**config.mk**
```make
export PLATFORM = sky130hd
export DESIGN_NAME = switch_route_allocator
export DESIGN_NICKNAME = d
export VERILOG_FILES = /design/src/rtl/switch_route_allocator.sv
export SDC_FILE = /design/constraint.sdc
export NUM_CORES = 1
export LEC_CHECK = 0
export ABC_CLOCK_PERIOD_IN_PS = 3200
export BUFFER_PORTS_ARGS = -buffer_cell sky130_fd_sc_hd__buf_2
export CAP_MARGIN = 10
export CORE_MARGIN = 2
export CORE_UTILIZATION = 51
export DETAILED_ROUTE_END_ITERATION = 8
export GPL_ROUTABILITY_DRIVEN = 1
export PLACE_DENSITY = 0.82
export SETUP_SLACK_MARGIN = 0.15
export SKIP_CTS_REPAIR_TIMING = 1
export SYNTH_ARGS = -nofsm -noshare
export SYNTH_HDL_FRONTEND = slang
export SYNTH_SLANG_ARGS = --single-unit
```
**constraint.sdc**
```tcl
create_clock -name clk -period 3.2 [get_ports clk]
set_input_delay 0.32 -clock clk [delete_from_list [all_inputs] [get_ports clk]]
set_output_delay 0.32 -clock clk [all_outputs]
set_load 0.02 [all_outputs]
```
**src/rtl/switch_route_allocator.sv**
```systemverilog
// Route allocator: grants each output port to one input at a time, round-robin per output,
// and holds every reservation until the owning input relieves it.
module switch_route_allocator #(
  parameter int N             = 4,
  parameter int REQUEST_WIDTH = 2
) (
  input  logic                       clk,
  input  logic                       rst,
  input  logic [N-1:0]               routeReserveRequestValid,
  input  logic [N*REQUEST_WIDTH-1:0] routeReserveRequest,
  input  logic [N-1:0]               routeRelieve,
  output logic [N-1:0]               routeReserveStatus,
  output logic [N*REQUEST_WIDTH-1:0] outSelect,
  output logic [N-1:0]               outBusy
);

  localparam int W = REQUEST_WIDTH;

  logic [W-1:0] w_req_idx  [N];
  logic [N-1:0] w_elig;
  logic [N-1:0] w_held;
  logic [W-1:0] w_held_idx [N];
  logic [N-1:0] w_grant;
  logic [W-1:0] w_winner   [N];

  // Per-input state: held flag and the output index it owns.
  for (genvar gi = 0; gi < N; gi++) begin : g_in
    logic         r_held;
    logic [W-1:0] r_held_idx;
    logic         w_won;

    assign w_req_idx[gi]  = routeReserveRequest[gi*W +: W];
    assign w_elig[gi]     = routeReserveRequestValid[gi] && !r_held &&
                            (int'(w_req_idx[gi]) < N);
    assign w_held[gi]     = r_held;
    assign w_held_idx[gi] = r_held_idx;

    always_comb begin
      w_won = 1'b0;
      for (int o = 0; o < N; o++) begin
        if (w_grant[o] && (w_winner[o] == W'(gi))) begin
          w_won = 1'b1;
        end
      end
    end

    always_ff @(posedge clk or negedge rst) begin
      if (!rst) begin
        r_held     <= 1'b0;
        r_held_idx <= '0;
      end else if (routeRelieve[gi] && r_held) begin
        r_held     <= 1'b0;
      end else if (w_won) begin
        r_held     <= 1'b1;
        r_held_idx <= w_req_idx[gi];
      end
    end

    assign routeReserveStatus[gi] = r_held;
  end

  // Per-output state: busy flag, owner and round-robin pointer.
  for (genvar gi = 0; gi < N; gi++) begin : g_out
    logic         r_busy;
    logic [W-1:0] r_owner;
    logic [W-1:0] r_ptr;
    logic [N-1:0] w_hit;
    logic         w_found;
    logic [W-1:0] w_win;
    logic [W-1:0] w_cand;
    logic         w_rel;

    always_comb begin
      w_hit = '0;
      for (int i = 0; i < N; i++) begin
        w_hit[i] = w_elig[i] && (w_req_idx[i] == W'(gi));
      end
    end

    // A busy output is never granted, so a same-cycle relieve frees it only after the edge.
    always_comb begin
      w_found = 1'b0;
      w_win   = '0;
      w_cand  = '0;
      for (int k = 0; k < N; k++) begin
        w_cand = W'((int'(r_ptr) + k) % N);
        if (!w_found && !r_busy && w_hit[w_cand]) begin
          w_found = 1'b1;
          w_win   = w_cand;
        end
      end
    end

    always_comb begin
      w_rel = 1'b0;
      for (int i = 0; i < N; i++) begin
        if (w_held[i] && routeRelieve[i] && (w_held_idx[i] == W'(gi))) begin
          w_rel = 1'b1;
        end
      end
    end

    always_ff @(posedge clk or negedge rst) begin
      if (!rst) begin
        r_busy  <= 1'b0;
        r_owner <= '0;
        r_ptr   <= '0;
      end else if (w_found) begin
        r_busy  <= 1'b1;
        r_owner <= w_win;
        r_ptr   <= (w_win == W'(N-1)) ? '0 : w_win + W'(1);
      end else if (w_rel) begin
        r_busy  <= 1'b0;
      end
    end

    assign w_grant[gi]             = w_found;
    assign w_winner[gi]            = w_win;
    assign outBusy[gi]             = r_busy;
    assign outSelect[gi*W +: W]    = r_owner;
  end

endmodule

```
==> results of run 1 <==
worst max-delay path by stage:
stage,from,endpoint,slack [ns],depth (start not counted)
finish,g_in[0].r_held,g_in[3].r_held_idx[0],-0.002,13
global route,g_in[2].r_held,g_in[3].r_held_idx[1],-0.17,11
CTS,g_in[0].r_held,g_in[3].r_held_idx[1],-0.05,13
detailed placement,routeReserveRequest[6],g_in[3].r_held_idx[1],-0.08,11
global placement,routeReserveRequest[6],g_in[2].r_held_idx[0],0.01,12
floorplan,g_in[3].r_held,g_in[0].r_held_idx[0],0.17,12
cells in the final DEF (no fill, tap or decap), types with 4 or more instances in the layout:
cell / synthesis / routed
inv_1: 21 / 19
nor2b_1: 5 / 4
o31ai_1: 8 / 7
mux2i_1: 5 / 5
ha_2: 0 / 4
nand3_1: 10 / 10
buf_4: 8 / 55
clkbuf_8: 0 / 7
and4bb_2: 5 / 4
a21oi_2: 2 / 4
nand2_1: 25 / 25
nor2_2: 0 / 4
a21oi_1: 13 / 8
nor3_1: 14 / 12
nor2_1: 31 / 26
nand3b_1: 4 / 4
buf_2: 3 / 33
mux2_2: 13 / 5
mux2_4: 1 / 9
ha_1: 16 / 7
dfrtp_1: 32 / 29
o311ai_0: 4 / 4
a31oi_1: 9 / 8
o21ai_1: 1 / 4
o21ai_0: 15 / 11
ha_4: 0 / 5
nand4bb_1: 7 / 4
metrics by stage:
| stage | setup slack, ns | util | total power [W] | hold slack, ns | cells |
|---|---|---|---|---|---|
| global route | -0.1672 | 0.7087 | 0.003334 | 0.1647 | 499 |
| CTS | -0.05207 | 0.6200 | 0.002694 | 0.1247 | 488 |
| floorplan | 0.1659 | - | 0.001858 | 0.02441 | 351 |
| detailed placement | -0.08031 | 0.6035 | 0.002328 | 0.4467 | 481 |
| finish | -0.001866 | 0.7087 | 0.003153 | 0.09923 | 499 |
| global placement | 0.01216 | 0.6035 | 0.002267 | 0.4375 | 481 |
flip-flops by register name, summed over array words and instances (netlist names):
register         flops
g_in.r_held          4
g_in.r_held_idx      8
g_out.r_busy         4
g_out.r_owner        8
g_out.r_ptr          8
power groups by stage:
| stage | Combinational, W | Clock, W | Sequential, W |
|---|---|---|---|
| after CTS | 0.00148 | 0.000359 | 0.000858 |
| after floorplan | 0.00106 | 0 | 0.000803 |
| after global placement | 0.00142 | 0 | 0.000850 |
| final | 0.00189 | 0.000357 | 0.000903 |
| after global routing | 0.00202 | 0.000380 | 0.000932 |
| after detailed placement | 0.00146 | 0 | 0.000864 |
critical path: cells and delay by family (launching register included):
kind | cells | cell delay, ns
muxes | 2 | 0.82
buffers and inverters | 2 | 0.23
AOI/OAI and AO/OA | 3 | 0.40
DFF | 1 | 0.45
and+or+nand+nor | 5 | 1.04
adders and majority gates | 1 | 0.14
cell type report:
class                           count  area (µm²)  share of cell area
Clock buffer                        7       96.34             0.02323
Inverter                           21       78.83             0.01901
Multi-Input combinational cell    273        2461              0.5935
Sequential cell                    32       804.5              0.1940
Tap cell                           75       93.84             0.02263
Timing Repair Buffer               91       611.8              0.1476
routing by layer:
metal  track usage  vias up  share of wire
li1              -     1464              -
met1        0.3449     1599           0.39
met2        0.4475      209           0.49
met3       0.05222       60          0.077
met4        0.1153        0          0.045
met5             0        -              0
kinds of logic (layout without fill, tap and decap cells):
logic type,count (synthesis),after routing
buffers and inverters,46,119
DFF,32,32
muxes,20,20
and+or+nand+nor,144,144
adders and majority gates,16,16
AOI/OAI and AO/OA,93,93
==> results.md, run 1 <==
* Synth Area in XOR/XNOR at 0
* Synth cell count leaders: dfrtp_1, nor2_1, nand2_1
* WL per Instance at between 20 and 25 µm
* Crit. End Element: flip-flop
* Violated checks: negative setup slack
* Final Hold Violating Endpoints at 0
* CP most frequent cell: a21oi_4
* Clock skew at around 0.011 ns
* Clock-pin slew on the worst setup and hold paths at ~0.080 ns
* CP max-delay cell: mux4_2
* Setup TNS at -0.002560 ns
* Main area contributors after synthesis: dfrtp_1, ha_1, mux2_2
* Async set-reset flop share out of synthesis at 1.000
* Placement Cell Area at 0.003531 mm²
* Achievable Freq at around 310 MHz
* P&R area growth vs syn at 35.76%
* RSZ-0062 raised after global routing: true
* Starting Density at 0.5220
* Overall routed net length at 10310 µm
* R2R depth at 13
* Fin area at 0.004146 mm²
* Worst-Margin Slew at 0.8711 ns
* CP startpoint kind: flip-flop
* Arrival @ worst endpoint at about 3.4 ns
* Final worst slack at -0.001866 ns
* Crit path max fanout at 6
* Nets at 458
* DRC Markers at 0
* Mapped Area at 0.003054 mm²
* CTS Sinks at 32
* Layout cell share with drive strength beyond 1 at 0.4528
* Clk_lat worst skew at around 0.3 ns
* Post-DP HPWL at ~6400 µm
* Clock Path Buffers at 2
* Vias at about 3300
* Mapped Cells at 351
* Synth warnings at 0
* Synth Area per Inst at 8.701 µm²
* EDFF count, synth at 0
* Initial antenna violation count at 0
* End of the worst register-to-register path: g_in[3].r_held_idx[0]
* Combinational share of power at 0.600
* Worst EP required at about 3.4 ns
* IO Pins at 34
* Max stage delay on crit path at approximately 0.50 ns
* TritonRoute pass-1 iters at 6
* Die Y at ~81 µm
* Slew HR at 0.4171
* Global route overflow at 0
* Critical path class: reg -> reg
* Post-route ant nets at 0
* P_leak at 1.731 nW
* Die Area at approximately 0.0066 mm²
* Die extent in x at 81.39 µm
* First-pass GRT wire length at around 14000 µm
* TritonCTS clock tree: yes
* Power share of the sequential group at 0.286
* Core area at 0.005851 mm²
* Synth area leader: dfrtp_1
* GRT Util Overall at 0.2712
* Iter 0 DRT Violations at about 410
* Worst R2R Setup Slack at -0.002 ns
* TritonCTS Buffers at 5
* Yosys cell types at 73
* Pins over their slew limit at 0
* Post-synthesis mux area share at 0.07661
* Worst R2R Start: g_in[0].r_held
* Top-count cell post-synth: dfrtp_1
* Outcome: finished with violations
* CP cell instances: and4bb_2 -> nand2_1 -> mux4_2 -> or3_4 -> a21oi_4 -> or2_4 -> ha_4 -> inv_2 -> nor2_2 -> a221oi_2 -> buf_4 -> a21oi_4 -> mux2_4
* Largest net degree at the start of global routing at 33
* Largest family of logic cells by synthesized area: simple AND/OR/NAND/NOR gates
* Worst VDD drop at 550.1 µV
* Placer Congestion at about 0.95
* Antenna cells at 0
* PD cells at 760.3 mW/mm²
* P_sw at 0.001484 W
* Final setup viols at 2
* Vias in the first global route at 2947
* Row Count at 28
* Clk pwr share at 0.113
* Min cycle time layout at 3.202 ns
* Post-synth top flop: dfrtp_1
* Worst Hold Class: in -> async
* Internal power at ~0.0017 W
* Max_cap viols at 0
* Synth Area in Simple Gates at 0.2986
* Syn nets at about 390
* FF+latch count, synth at 32
* Switching share of power at 0.4706
* Yosys top cell area share at 0.2622
* PortBufs at 33
* Clock root buffer: clkbuf_8
* Sequential element share of the synthesized area at 0.2622
* Tcrit/Tclk final at 1.001
* Fraction of the mapped netlist area in adder cells at 0.06555
* Compound-Gate Fraction of Synth Area at 0.2270
* H-tree depth at 2
* Fill count at around 390
* Via-to-Cell Ratio at between 6 and 7
Power figures use the tool's default switching activity.
==> run 2, diff against run 1 <==
==> constraint.sdc (replaced) <==
create_clock -name clk -period 3.2 [get_ports clk]
set_input_delay 0.32 -clock clk [delete_from_list [all_inputs] [get_ports clk]]
set_output_delay 0.32 -clock clk [all_outputs]
set_load 0.01 [all_outputs]
==> results.md, run 2 (synthesis gave the netlist of run 1 again) <==
* Outcome: finished with violations
* Violated checks: negative setup slack
* Clock-pin slew on the worst setup and hold paths at 0.08 ns (about the same)
* Placed insts at 482 (+0.21%)
* End of the worst register-to-register path: g_in[3].r_held_idx[1]
* Via-to-Cell Ratio at 6.787 (+1.6%)
* Setup TNS at -0.07682 ns (-0.07426 ns)
* PortBufs at 33 (unchanged)
* Arrival @ worst endpoint at 3.41 ns (+0.03 ns)
* Worst Hold Class: in -> async
* Max stage delay on crit path at 0.51 ns (about the same)
* Clock skew at 0.01621 ns (+0.004908 ns)
* Largest net degree at the start of global routing at 33 (unchanged)
* Most frequent cells in the layout: buf_4, buf_2, dfrtp_1, nor2_1, nand2_1
* Core area at 0.005851 mm² (unchanged)
* TritonCTS Buffers at 5 (unchanged)
* Overall routed net length at 10400 µm (+0.90%)
* Tcrit/Tclk final at 1.009 (+0.008910)
* Vias in the first global route at 2959 (+0.41%)
* Starting Density at 0.5220 (unchanged)
* P_leak at 1.726 nW (-0.28%)
* WL per Instance at 20.68 µm (about the same)
* Crit. End Element: flip-flop
* Critical path class: reg -> reg
* CP cell instances: nand4bb_1 -> buf_4 -> nand2b_1 -> mux4_2 -> or3_4 -> a21oi_4 -> or2_4 -> ha_4 -> inv_2 -> nor2_2 -> a221oi_2 -> buf_4 -> a21oi_4 -> mux2_4
* Fin cells at 503 (+0.80%)
* Achievable Freq at 309.6 MHz (-0.88%)
* Fill count at 382 (-0.78%)
* Crit path max fanout at 8 (+2)
* Post-route ant nets at 0 (unchanged)
* Final worst slack at -0.03038 ns (-0.02851 ns)
* Clock Path Buffers at 2 (unchanged)
* TritonRoute pass-1 iters at 7 (+1)
* Worst EP required at 3.38 ns (about the same)
* CP startpoint kind: flip-flop
* Global route overflow at 0 (unchanged)
* Final Hold Violating Endpoints at 0 (unchanged)
* Min cycle time layout at 3.230 ns (+0.02851 ns)
* Final setup viols at 4 (+2)
* Clock root buffer: clkbuf_8
* Layout cell share with drive strength beyond 1 at 0.4439 (-0.008905)
* Vias at 3414 (+2.5%)
* Biggest regs: g_in.r_held_idx x8, g_out.r_owner x8, g_out.r_ptr x8
* Slew HR at 0.4523 (+0.03519)
* First-pass GRT wire length at 13990 µm (+1.4%)
* Worst R2R Start: g_in[1].r_held
* Antenna cells at 0 (unchanged)
* Die Area at 0.006624 mm² (unchanged)
* Placer Congestion at 0.9477 (-0.14%)
* Power, Total at 0.003016 W (-4.3%)
* Die extent in x at 81.39 µm (unchanged)
* Setup crit start: g_in[1].r_held
* GRT Util Overall at 0.2745 (+0.003273)
* Max_cap viols at 0 (unchanged)
* Pins over their slew limit at 0 (unchanged)
* P&R area growth vs syn at 33.84%
* Fin area at 0.004088 mm² (-1.4%)
* Worst-Margin Slew at 0.8185 ns (-0.05259 ns)
* Row Count at 28 (unchanged)
* Iter 0 DRT Violations at 456 (+10%)
* Worst R2R Setup Slack at -0.03 ns (-0.03 ns)
* RSZ-0062 raised after global routing: true
* Nets at 462 (+0.87%)
* H-tree depth at 2 (unchanged)
* TritonCTS clock tree: yes
* CTS Sinks at 32 (unchanged)
* CP max-delay cell: mux4_2
* DRC Markers at 0 (unchanged)
* Placement Cell Area at 0.003538 mm² (+0.21%)
* Die Y at 81.39 µm (unchanged)
* Clk_lat worst skew at 0.30 ns (about the same)
* Most common cell after layout, fill and taps aside: buf_4
* Pre-CTS worst setup slack at -0.07811 ns (+0.002205 ns)
* Post-DP HPWL at 6414 µm (+0.13%)
* Initial antenna violation count at 0 (unchanged)
* IO Pins at 34 (unchanged)
* R2R depth at 14 (+1)
* Worst VDD drop at 488.4 µV (-11%)
* PD cells at 737.9 mW/mm² (-3.0%)
-- run 2: worst max path at each step --
stage	to	slack (ns)	depth (start not counted)
4_1_cts	g_in[3].r_held_idx[1]	-0.03	13
2_1_floorplan	g_in[0].r_held_idx[0]	0.17	12
3_3_place_gp	g_in[3].r_held_idx[0]	0.02	11
6_report	g_in[3].r_held_idx[1]	-0.03	14
5_1_grt	g_in[3].r_held_idx[0]	-0.10	14
3_5_place_dp	g_in[0].r_held_idx[0]	-0.08	12
-- run 2: stage by stage --
step           utilization  hold slack, ns
2_1_floorplan            -         0.02441
3_3_place_gp        0.6048          0.4335
3_5_place_dp        0.6048          0.4426
4_1_cts             0.6213          0.1280
5_1_grt             0.6987          0.1610
6_report            0.6987         0.09748
-- run 2: critical path, delay by kind of cell, from the launching register on --
family	cells	cell delay, ns
and+or+nand+nor	5	0.93
muxes	2	0.82
buffers and inverters	3	0.42
AOI/OAI and AO/OA	3	0.40
DFF	1	0.39
adders and majority gates	1	0.13
-- run 2: layout make-up --
class | count | area [µm²] | area share
sequential | 32 | 802.0 | 0.1962
multi-input combinational | 273 | 2386 | 0.5837
timing repair buffer | 95 | 630.6 | 0.1543
inverter | 21 | 78.83 | 0.01928
clock buffer | 7 | 96.34 | 0.02357
tap | 75 | 93.84 | 0.02296
-- run 2: layer usage --
layer  vias to the layer above  GRT usage  part of all wire  routed length (µm)
li1                       1470          -                 -                   -
met1                      1619     0.3435              0.38                3958
met2                       268     0.4566              0.48                4994
met3                        57    0.06333             0.098                1017
met4                         0     0.1068             0.042                 433
met5                         -          0                 0                   0
-- run 2: power by group --
group | switching [W] | internal, W | total, W
registers | 0.000298 | 0.000588 | 0.000886
logic | 0.000930 | 0.000837 | 0.00177
clock network | 0.000172 | 0.000192 | 0.000364
